[config.mk]
export PLATFORM = sky130hd
export DESIGN_NAME = score_keeper
export DESIGN_NICKNAME = d
export VERILOG_FILES = /design/src/rtl/score_keeper_pkg.sv /design/src/rtl/score_keeper_sync_edge.sv /design/src/rtl/score_keeper.sv
export SDC_FILE = /design/constraint.sdc
export NUM_CORES = 1
export LEC_CHECK = 0
export CAP_MARGIN = 20
export CORE_MARGIN = 10
export CORE_UTILIZATION = 40
export CTS_CLUSTER_SIZE = 30
export DETAILED_ROUTE_END_ITERATION = 7
export SLEW_MARGIN = 20
export SYNTH_ARGS = -nofsm -noshare
export SYNTH_HDL_FRONTEND = slang
export SYNTH_SLANG_ARGS = --single-unit
[constraint.sdc]
create_clock -name clk -period 2.1 [get_ports clk]
set_input_delay 0.525 -clock clk [delete_from_list [all_inputs] [get_ports clk]]
set_output_delay 0.525 -clock clk [all_outputs]
set_load 0.02 [all_outputs]
[src/rtl/score_keeper_pkg.sv]
// Shared game definitions: FSM encodings, game-status codes and counter limits
// used by the score keeper and the game-status block.
package score_keeper_pkg;

    localparam int unsigned CNT_W           = 5;
    localparam int unsigned CNT_MAX_DEFAULT = 31;

    typedef enum logic [1:0] {
        ST_IDLE = 2'b00,
        ST_PLAY = 2'b01,
        ST_HOLD = 2'b10,
        ST_DONE = 2'b11
    } sk_state_e;

    typedef enum logic [1:0] {
        GS_RESET   = 2'b00,
        GS_PLAYING = 2'b01,
        GS_WON     = 2'b10,
        GS_OVER    = 2'b11
    } game_state_e;

endpackage

[src/rtl/score_keeper_sync_edge.sv]
// Two-flop synchronizer followed by a rising-edge detector; pulse_o is one
// clk cycle wide and is valid two edges after the input level rises.
module sync_edge (
    input  logic clk_i,
    input  logic rst_n_i,
    input  logic d_i,
    output logic pulse_o
);

    logic meta_q;
    logic sync_q;
    logic prev_q;

    always_ff @(posedge clk_i) begin
        if (!rst_n_i) begin
            meta_q <= 1'b0;
            sync_q <= 1'b0;
            prev_q <= 1'b0;
        end else begin
            meta_q <= d_i;
            sync_q <= meta_q;
            prev_q <= sync_q;
        end
    end

    // Decoded straight from flops so the FSM sees the event on the third edge.
    assign pulse_o = sync_q & ~prev_q;

endmodule

[src/rtl/score_keeper.sv]
// Score keeper: counts accepted hits and misses with a post-event lockout
// measured in 1 ms ticks, and freezes once the game is won or over.
module score_keeper
    import score_keeper_pkg::*;
#(
    parameter int unsigned HOLDOFF_MS = 20,
    parameter int unsigned CNT_MAX    = CNT_MAX_DEFAULT
) (
    input  logic       clk,
    input  logic       reset,
    input  logic       clk_1ms,
    input  logic       hit,
    input  logic       miss,
    input  logic       start,
    input  logic [1:0] game_state,
    output logic [4:0] player_score,
    output logic [4:0] gameOver,
    output logic       busy
);

    localparam int unsigned LOCK_W = (HOLDOFF_MS == 0) ? 1 : $clog2(HOLDOFF_MS + 1);
    localparam logic [LOCK_W-1:0] LOCK_LOAD = LOCK_W'(HOLDOFF_MS);
    localparam logic [CNT_W-1:0]  SAT_VAL   = CNT_W'(CNT_MAX);

    sk_state_e         state_q, state_d;
    logic [CNT_W-1:0]  score_q, score_d;
    logic [CNT_W-1:0]  over_q,  over_d;
    logic [LOCK_W-1:0] lock_q,  lock_d;
    logic              busy_q,  busy_d;

    logic hit_p, miss_p, start_p, tick_p;
    logic finished;

    sync_edge u_sync_hit   (.clk_i(clk), .rst_n_i(reset), .d_i(hit),     .pulse_o(hit_p));
    sync_edge u_sync_miss  (.clk_i(clk), .rst_n_i(reset), .d_i(miss),    .pulse_o(miss_p));
    sync_edge u_sync_start (.clk_i(clk), .rst_n_i(reset), .d_i(start),   .pulse_o(start_p));
    sync_edge u_sync_tick  (.clk_i(clk), .rst_n_i(reset), .d_i(clk_1ms), .pulse_o(tick_p));

    assign finished = (game_state == GS_WON) || (game_state == GS_OVER);

    function automatic logic [CNT_W-1:0] sat_inc(input logic [CNT_W-1:0] v);
        return (v >= SAT_VAL) ? v : v + CNT_W'(1);
    endfunction

    always_ff @(posedge clk) begin
        if (!reset) begin
            state_q <= ST_IDLE;
            score_q <= '0;
            over_q  <= '0;
            lock_q  <= '0;
            busy_q  <= 1'b0;
        end else begin
            state_q <= state_d;
            score_q <= score_d;
            over_q  <= over_d;
            lock_q  <= lock_d;
            busy_q  <= busy_d;
        end
    end

    always_comb begin
        state_d = state_q;
        score_d = score_q;
        over_d  = over_q;
        lock_d  = lock_q;

        case (state_q)
            ST_IDLE: begin
                score_d = '0;
                over_d  = '0;
                if (start_p) state_d = ST_PLAY;
            end
            ST_PLAY: begin
                // Game end outranks a same-cycle hit or miss.
                if (finished) begin
                    state_d = ST_DONE;
                end else if (hit_p || miss_p) begin
                    if (hit_p) score_d = sat_inc(score_q);
                    else       over_d  = sat_inc(over_q);
                    lock_d  = LOCK_LOAD;
                    state_d = (HOLDOFF_MS == 0) ? ST_PLAY : ST_HOLD;
                end
            end
            ST_HOLD: begin
                if (tick_p || (lock_q == '0)) begin
                    lock_d = (lock_q == '0) ? '0 : lock_q - LOCK_W'(1);
                    if (lock_d == '0) state_d = finished ? ST_DONE : ST_PLAY;
                end
            end
            ST_DONE: begin
                if (start_p) begin
                    score_d = '0;
                    over_d  = '0;
                    state_d = ST_PLAY;
                end
            end
            default: state_d = ST_IDLE;
        endcase

        busy_d = (state_d == ST_HOLD);
    end

    assign player_score = score_q;
    assign gameOver     = over_q;
    assign busy         = busy_q;

endmodule

* Word level (Yosys, flattened, before mapping)
Index checks and enable logic that the tools add are counted.
Storage, ports and cells: register bits after elaboration 30, bits of input ports 8, logic and storage cells 79
Cells by class: add/sub/neg operators 3, order comparisons 2, equal/unequal tests 14, muxes and demuxes 23, bitwise gates (word level) 8, reduce and logical (&&, ||, !) cells 12
Operators with widths (count):
- 5-bit 2-to-1 mux | 13
- 5-bit case mux with 3 select lines | 2
- 2-bit != test (second input constant) | 8
- 2-bit 2-to-1 mux | 6
- 6-bit AND reduction | 2
- 5-bit by 1-bit adder with 5-bit output (second input constant) | 2
- 2-bit == test (second input constant) | 5
- 5-bit >= comparator (second input constant) | 2
- 5-bit logical NOT | 2
- 5-bit case mux with 2 select lines | 1
- 2-bit case mux with 3 select lines | 1
- 5-bit by 1-bit subtractor with 5-bit output (second input constant) | 1
- 1-bit AND | 4
- 1-bit inverter | 4
- 4-bit AND reduction | 1
- 1-bit logical OR | 3
- 3-bit nonzero test | 1
- 2-bit by 1-bit == test with 1-bit output (second input constant) | 1
- 2-bit logical NOT | 1
- 2-bit nonzero test | 1
- 2-bit OR reduction | 1

* Depth between registers and ports, before layout
Gate-level depths: netlist of run 1.
word-level depth 7, mapped depth 7, depth with buffers taken out 7

* Modules after synthesis
From an unflattened synthesis of run 1, not the netlist that was laid out.
Unflattened totals: cell total of the unflattened synthesis 163, area total of the unflattened synthesis 1577.8 um2
Modules (own cells, without submodules):
- score_keeper | times used 1, cells an instance 135, area each 1207.4 um2, sequential area each 360.3 um2
- sync_edge | times used 4, cells an instance 7, area each 92.6 um2, sequential area each 60.1 um2

* Worst setup path before layout of run 1
No wires, ideal clock.
path type register to register, from reg score_q[0], in the netlist player_score[0], to reg score_q[3], in the netlist player_score[3], arrival 1952 ps, data required time 2030 ps, setup slack 78 ps, stages on the path, launching flop included 8, cells stage by stage dfxtp_1 -> ha_1 -> and3_2 -> ha_1 -> a311oi_4 -> nand4_1 -> or3b_1 -> a21boi_1
On the way: word-level cells in the longest chain between the ends 6
Ends and longest elaborated chain:
- start: declaration | RTL line score_keeper.sv:26 | logic [CNT_W-1:0] score_q, score_d;
- start signal: assignment | RTL line score_keeper.sv:54 | score_q <= score_d;
- 5-bit by 1-bit adder with 5-bit output | RTL line score_keeper.sv:42 | return (v >= SAT_VAL) ? v : v + CNT_W'(1);
- 5-bit 2-to-1 mux | RTL line score_keeper.sv:42
- 5-bit 2-to-1 mux | RTL line score_keeper.sv:78 | if (hit_p) score_d = sat_inc(score_q);
- 5-bit 2-to-1 mux | RTL line score_keeper.sv:77 | end else if (hit_p || miss_p) begin
- 5-bit 2-to-1 mux | RTL line score_keeper.sv:75 | if (finished) begin
- 5-bit case mux with 3 select lines | RTL line score_keeper.sv:67 | case (state_q)
Several ways; a longest one is shown, not always the timed one. The select of a mux whose other input is x is not followed. A chain may end at the register's enable or synchronous reset.

* Final worst setup path of run 1
Ends and elaborated chain as after synthesis.

==> metrics.md, run 1 <==
| Metric | Value |
|---|---|
| Result of the run | complete, no violations |
| Vertical die dimension | 82.2 µm |
| Clk sinks | 30 |
| Relative slew slack | 69.5% |
| Average vias per placed instance | 5.32 |
| Die W | 82.2 µm |
| Transition time of the tightest slew-check pin | 0.451 ns |
| Number of H-tree branching levels | 2 |
| Layout Cells excl Fill | 247 |
| Number of buffers between clock root and the deepest sink | 2 |
| Core Footprint | 0.00369 mm² |
| # diodes | 0 |
| Unrepaired setup endpoints after global routing | no |
| Syn nets | 185 |
| CTS Root Cell | clkbuf_8 |
| Aggregate global-route resource usage | 10.7% |
| First DRT Iteration DRCs | 121 |
| Vias | 1,315 |
| Number of top-level pins | 19 |
| Number of synthesized register bits | 30 |
| Endpoints failing setup | 0 |
| Clock buffer count from CTS | 5 |
| Row count | 22 |
| Post-detailed-route wirelength per cell | 13.5 µm |
| Setup slack at placement | 0.0442 ns |
| Top layer reached by signal wires | met4 |
| Post-CTS Hold Fix Bufs | 0 |
| Sequential element share of the synthesized area | 38.9% |
| Post-Syn Instances | 169 |
| Post-Place Cells | 239 |
| Worst hold path type | reg2reg |
| Number of antenna violations at the first check in global routing | 0 |
| Power density over the cells | 1030 mW/mm² |
| Number of library cell types mapped by synthesis | 48 |
| Post-route clock skew | 0.00697 ns |
| Most area-consuming cells after synthesis | dfxtp_1 (39%), ha_1 (6.5%), and2_1 (5.7%), o21ai_0 (4.2%), a21boi_0 (3.9%) |
| Top cell type by total area after synthesis | dfxtp_1 |
| Final total power | 2.00 mW |
| First-pass GRT wire length | 5.64 mm |
| Terminus of the critical flop-to-flop path | player_score[3] |
| Final HPWL from detailed placement | 2.40 mm |
| Pin count of the biggest net entering global routing | 31 |
| Worst voltage drop across the vdd grid | 0.428 mV |
| Number of design rule violations left after detail routing | 0 |
| GP Congestion | 0.842 |
| Worst-skew pair later-pin latency | 0.28 ns |
| Arrival time reported for the critical path endpoint | 2.19 ns |
| Setup crit end kind | flop |
| Upper clock frequency limit | 506 MHz |
| Max-cap violation count | 0 |
| Register-to-register setup slack | 0.12 ns |
| Critical path endpoint | player_score[3] |
| Per-instance average area after synthesis | 9.14 µm² |
| Critical path required time | 2.32 ns |
| Netlist area before placement | 0.00155 mm² |
| Fraction of layout cells with a size suffix above 1 | 16.1% |
| Initial standard-cell utilization of the core | 41.9% |
| Cells on worst reg2reg path | 7 |
| Area share of the largest cell type after synthesis | 38.9% |
| Routed length on met1 | 1.68 mm |
| Clock tree from TritonCTS | done |
| Met2 Routed Length | 1.45 mm |
| Hold Violations, Final | 0 |
| Placed Instance Area | 0.00183 mm² |
| Leak Pwr | 0.740 nW |
| Number of global-route vias before repair | 1,250 |
| Fin area | 0.00195 mm² |
| Post-route minimum period | 1.98 ns |
| Share of synthesized flip-flops with an asynchronous set or reset | 0% |
| Pins Over Slew Limit | 0 |
| Nets@finish | 214 |
| Crit-path max FO | 5 |
| Clock transition at the register clock pins on the worst setup and hold paths after CTS | 0.07 ns |
| Congestion Overflow GR | 0 |
| Period utilization | 94.2% |
| Critical register-to-register path startpoint | player_score[0] |
| Antenna-violating nets left | 0 |
| Kind of launch point of the worst setup path | flop |
| Crit. Startpoint | player_score[0] |
| Final sum of negative setup slack | 0 ns |
| Ys flop type | dfxtp_1 |
| Sum of met3 wire segment lengths after detailed routing | 155 µm |
| Number of input and output port buffers inserted | 17 |
| Yosys warnings | 0 |
| Aggregate routed wire length | 3.33 mm |
| PnR worst setup slack | 0.122 ns |
| Area delta synth->final | 26.0% |
| Count of flip-flops with a built-in enable after synthesis | 0 |
| Router iterations before antenna repair | 4 |
| Leading cell type by number of instances after synthesis | dfxtp_1 |
| Area enclosed by the die boundary | 0.00675 mm² |
| Setup Crit Path Kind | reg2reg |
| Commonest cells in the netlist | dfxtp_1 (30), and2_1 (14), o21ai_0 (13) |
==> report_power, final <==
group,leakage [nW],switching [mW],internal (mW)
registers,0.244,0.0513,0.615
clock network,0.0504,0.236,0.353
logic,0.446,0.407,0.338
total,0.740,0.694,1.31
==> layer usage <==
metal  up-vias  GRT usage [%]
met5         -              0
met1       617           13.8
li1        677              -
met3         4           4.21
met4         0           5.10
met2        17           15.1
==> final cells by class <==
type | instances | area, µm²
clock buffers | 5 | 68.8
clock inverters | 3 | 45.0
fillers | 367 | 1740
inverters | 7 | 26.3
multi-input cells | 127 | 901
flip-flops and latches | 30 | 601
well taps | 48 | 60.1
repair buffers | 27 | 245
==> metrics by stage <==
stage | util, % | hold WS [ns]
CTS | 52.7 | 0.437
detailed placement | 49.6 | 0.420
finish | 52.8 | 0.428
floorplan | - | 0.412
global placement | 49.6 | 0.414
global route | 52.8 | 0.442
==> placed cells by master (no fill, tap or decap), types with 2 or more instances in the layout <==
master and count:
nand4b_1 3, a21boi_1 4, and2_1 14, nor3_1 2, a21oi_1 8, nor2b_1 2
nand2b_1 3, a31oi_1 4, dfxtp_1 30, clkinvlp_4 2, ha_1 7, a21boi_0 8
or3_1 3, clkbuf_8 5, or2_2 2, nor2_1 6, buf_4 10, o21ai_0 13
a22oi_1 2, nand3_1 2, o21a_1 2, nand4_1 5, nand2_1 9, inv_1 7
clkdlybuf4s50_1 17, and3_1 3
==> state kept, by name, indices dropped and copies added, names as in the netlist <==
register,count
gameOver,5
lock_q,5
player_score,5
state_q,2
busy,1
u_sync_hit.meta_q,1
u_sync_hit.prev_q,1
u_sync_hit.sync_q,1
u_sync_miss.meta_q,1
u_sync_miss.prev_q,1
u_sync_miss.sync_q,1
u_sync_start.meta_q,1
u_sync_start.prev_q,1
u_sync_start.sync_q,1
u_sync_tick.meta_q,1
u_sync_tick.prev_q,1
u_sync_tick.sync_q,1
==> how the worst min path moves through the flow <==
stage,from,endpoint,slack [ns],depth (start not counted)
after CTS,u_sync_hit.meta_q,u_sync_hit.sync_q,0.44,1
after global routing,u_sync_hit.meta_q,u_sync_hit.sync_q,0.44,1
final,u_sync_hit.meta_q,u_sync_hit.sync_q,0.43,1
after floorplan,u_sync_hit.meta_q,u_sync_hit.sync_q,0.41,1
after global placement,u_sync_tick.meta_q,u_sync_tick.sync_q,0.41,1
after detailed placement,u_sync_start.meta_q,u_sync_start.sync_q,0.42,1
==> logic make-up after synthesis <==
kind of cell	count (synthesis)	synth area share, %
and+or+nand+nor	62	24.5
AOI/OAI and AO/OA	55	25.9
DFF	30	38.9
buffers and inverters	12	3.00
adders and majority gates	8	6.48
xor gates and xnor gates	1	0.567
muxes	1	0.648
==> critical path: stages, from the launching register on <==
cell	delay (ns)
dfxtp_1	0.35
ha_1	0.24
and3_2	0.21
ha_1	0.20
a311oi_4	0.22
nand4_1	0.16
or3b_1	0.40
a21boi_1	0.14
==> what timing repair did <==
| action | CTS | global route |
|---|---|---|
| resized for setup | 0 | 1 |
| endpoints found under the setup margin | 0 | 4 |
| setup buffers | 0 | 0 |
Power figures use the tool's default switching activity.
==> run 2, diff against run 1 <==
--- a/config.mk
+++ b/config.mk
@@ -5,6 +5,7 @@
 export SDC_FILE = /design/constraint.sdc
 export NUM_CORES = 1
 export LEC_CHECK = 0
+export ABC_AREA = 1
 export CAP_MARGIN = 20
 export CORE_MARGIN = 10
 export CORE_UTILIZATION = 40
==> run 2 against run 1 <==
Net effect: critical endpoint is now gameOver[0]; final cell count increased by 11%; utilization is 1.7 points lower; sequential share of layout area increased by 3.6 points.
==> metrics.md, run 2 <==
| Metric | Value |
|---|---|
| Die W | 79.9 µm |
| Area share of xor/xnor cells in the synthesized design | 0% |
| Number of library cell types mapped by synthesis | 25 |
| Unrepaired setup endpoints after global routing | no |
| Count of flip-flops with a built-in enable after synthesis | 0 |
| CTS Root Cell | clkbuf_4 |
| Cell breakdown of the critical path | clkdlybuf4s50_1 |
| Number of buffers between clock root and the deepest sink | 2 |
| Per-instance average area after synthesis | 7.15 µm² |
| Post-CTS Hold Fix Bufs | 0 |
| Area delta synth->final | 21.5% |
| Number of design rule violations left after detail routing | 0 |
| Number of synthesized register bits | 30 |
| Aggregate routed wire length | 2.90 mm |
| Syn nets | 217 |
| Post-route clock skew | 0.00810 ns |
| Power density over the cells | 1220 mW/mm² |
| Portion of netlist area occupied by mux cells | 0% |
| Share of synthesized flip-flops with an asynchronous set or reset | 0% |
| Compound-gate portion of the synthesized area | 12.6% |
| Simple-Gate Fraction of Synth Area | 28.0% |
| Crit-path max cell delay | 0.63 ns |
| Pin count of the biggest net entering global routing | 20 |
| First DRT Iteration DRCs | 72 |
| Commonest cells in the netlist | nand2_1 (62), inv_1 (35), dfxtp_1 (30) |
| Kind of launch point of the worst setup path | flop |
| Number of top-level pins | 19 |
| Vias | 1,266 |
| Final HPWL from detailed placement | 2.13 mm |
| Fraction of layout cells with a size suffix above 1 | 9.25% |
| Router iterations before antenna repair | 4 |
| Cell depth of the worst setup path | 1 |
| Antenna-violating nets left | 0 |
| Hold Violations, Final | 0 |
| Endpoints failing setup | 0 |
| Worst hold path type | reg2reg |
| Critical path required time | 1.57 ns |
| Top library cells by usage in the layout, fill and taps aside | nand2_1 (62), inv_1 (35), dfxtp_1 (30), clkdlybuf4s50_1 (17), a21oi_1 (12) |
| Area share of the largest cell type after synthesis | 41.8% |
| Leading cell type by number of instances after synthesis | nand2_1 |
| Layout Cells excl Fill | 273 |
| Register-to-register setup slack | 0.27 ns |
| Core Footprint | 0.00342 mm² |
| Netlist area before placement | 0.00144 mm² |
| Setup Crit Path Kind | reg2out |
| Critical register-to-register path startpoint | state_q[1] |
| Cells on worst reg2reg path | 9 |
| Leak Pwr | 0.869 nW |
| Number of global-route vias before repair | 1,159 |
| Fill count | 363 |
| Post-route minimum period | 1.90 ns |
| Setup crit end kind | primary output |
| Final sum of negative setup slack | 0 ns |
| Upper clock frequency limit | 527 MHz |
| Relative slew slack | 77.0% |
| Post-detailed-route wirelength per cell | 10.6 µm |
| Clock transition at the register clock pins on the worst setup and hold paths after CTS | 0.10 ns |
| First-pass GRT wire length | 4.97 mm |
| Critical path's slowest cell | clkdlybuf4s50_1 |
| Pins Over Slew Limit | 0 |
| Arrival time reported for the critical path endpoint | 1.37 ns |
| Clock buffer count from CTS | 5 |
| Clock tree from TritonCTS | done |
| Area enclosed by the die boundary | 0.00639 mm² |
| Post-CTS setup buffer count | 0 |
| Aggregate global-route resource usage | 9.73% |
| Result of the run | complete, no violations |
| Worst voltage drop across the vdd grid | 0.659 mV |
| Yosys warnings | 0 |
| Number of antenna violations at the first check in global routing | 0 |
| Top cell type by total area after synthesis | dfxtp_1 |
| Row count | 21 |
| Most common cell after layout, fill and taps aside | nand2_1 |
| Post-Place Cells | 265 |
| Average vias per placed instance | 4.64 |
| # diodes | 0 |
| Number of H-tree branching levels | 2 |
| Period utilization | 90.3% |
| Max-cap violation count | 0 |
| Ys flop type | dfxtp_1 |
| Sequential element share of the synthesized area | 41.8% |
| Cell type group with the largest total delay on the critical path | buffers and inverters |
| GP Congestion | 0.813 |
| Adder-cell share of the synthesized area | 6.97% |
| Worst-skew pair later-pin latency | 0.33 ns |
| Initial standard-cell utilization of the core | 42.1% |
| Number of input and output port buffers inserted | 17 |
| Terminus of the critical flop-to-flop path | player_score[3] |
| Congestion Overflow GR | 0 |
| Transition time of the tightest slew-check pin | 0.343 ns |
| Most area-consuming cells after synthesis | dfxtp_1 (42%), nand2_1 (16%), inv_1 (9.1%), ha_1 (7.0%), a21oi_1 (4.2%) |
| Critical path endpoint | gameOver[0] |
| PnR worst setup slack | 0.203 ns |
| Hold Slack | 0.418 ns |
| Crit. Startpoint | gameOver[0] |
| Nets@finish | 242 |
| CP bufs+invs | 1 |
| PostCTS Resize Cnt | 0 |
| Clk sinks | 30 |
| Vertical die dimension | 79.9 µm |
| Crit-path max FO | 5 |
| Post-Syn Instances | 201 |
| Setup slack at placement | 0.117 ns |
| Main combinational cell family by area after synthesis | simple AND/OR/NAND/NOR gates |
-- run 2: cell count changes in the layout (fill, tap and decap cells not counted), moves of 5 or more --
cell	delta
a21boi_0	-8
and2_1	-14
buf_4	-6
clkbuf_4	+5
inv_1	+28
nand2_1	+53
nand3_1	+8
nand4_1	-5
nor2_1	+5
-- run 2: power by group --
group          switching (mW)  internal [mW]  total, mW  leakage [nW]
Sequential             0.0455          0.630      0.676         0.245
Clock                   0.209          0.161      0.370        0.0343
Combinational           0.677          0.407       1.08         0.590
Total                   0.932           1.20       2.13         0.869
-- run 2: how the worst min path moves through the flow --
stage / end / cells after the start / start / slack [ns]
2_1_floorplan: u_sync_hit.sync_q / 2 / u_sync_hit.meta_q / 0.39
3_3_place_gp: u_sync_hit.sync_q / 2 / u_sync_hit.meta_q / 0.39
3_5_place_dp: u_sync_start.sync_q / 2 / u_sync_start.meta_q / 0.40
4_1_cts: u_sync_start.sync_q / 2 / u_sync_start.meta_q / 0.42
5_1_grt: u_sync_start.sync_q / 2 / u_sync_start.meta_q / 0.44
6_report: u_sync_start.sync_q / 2 / u_sync_start.meta_q / 0.42
-- run 2: logic make-up (layout without fill, tap and decap cells) --
logic type / after synthesis / count (layout)
compound gates: 30 / 30
fa+ha+maj: 8 / 8
buf+inv: 40 / 66
flops: 30 / 30
simple gates: 93 / 93
-- run 2: cell type report --
| type | instances | area [µm²] | area share (%) |
|---|---|---|---|
| Multi-Input combinational cell | 131 | 684 | 39.2 |
| Sequential cell | 30 | 601 | 34.4 |
| Timing Repair Buffer | 21 | 200 | 11.5 |
| Inverter | 37 | 139 | 7.96 |
| Tap cell | 46 | 57.6 | 3.30 |
| Clock buffer | 6 | 51.3 | 2.94 |
| Clock inverter | 2 | 12.5 | 0.717 |
-- run 2: per-layer routing --
| layer | wire length (µm) | vias up | track usage (%) |
|---|---|---|---|
| met1 | 1400 | 561 | 11.6 |
| met5 | 0 | - | 0 |
| met4 | 47 | 0 | 5.81 |
| met2 | 1320 | 20 | 14.5 |
| met3 | 134 | 5 | 3.49 |
| li1 | - | 680 | - |
-- run 2: stage by stage --
| step | cell area, µm² | utilization [%] | total power [mW] |
|---|---|---|---|
| final | 1750 | 51.1 | 2.13 |
| after global placement | 1680 | 49.2 | 1.74 |
| after floorplan | 1440 | - | 1.47 |
| after detailed placement | 1680 | 49.2 | 1.77 |
| after CTS | 1750 | 51.1 | 2.15 |
| after global routing | 1750 | 51.1 | 2.36 |
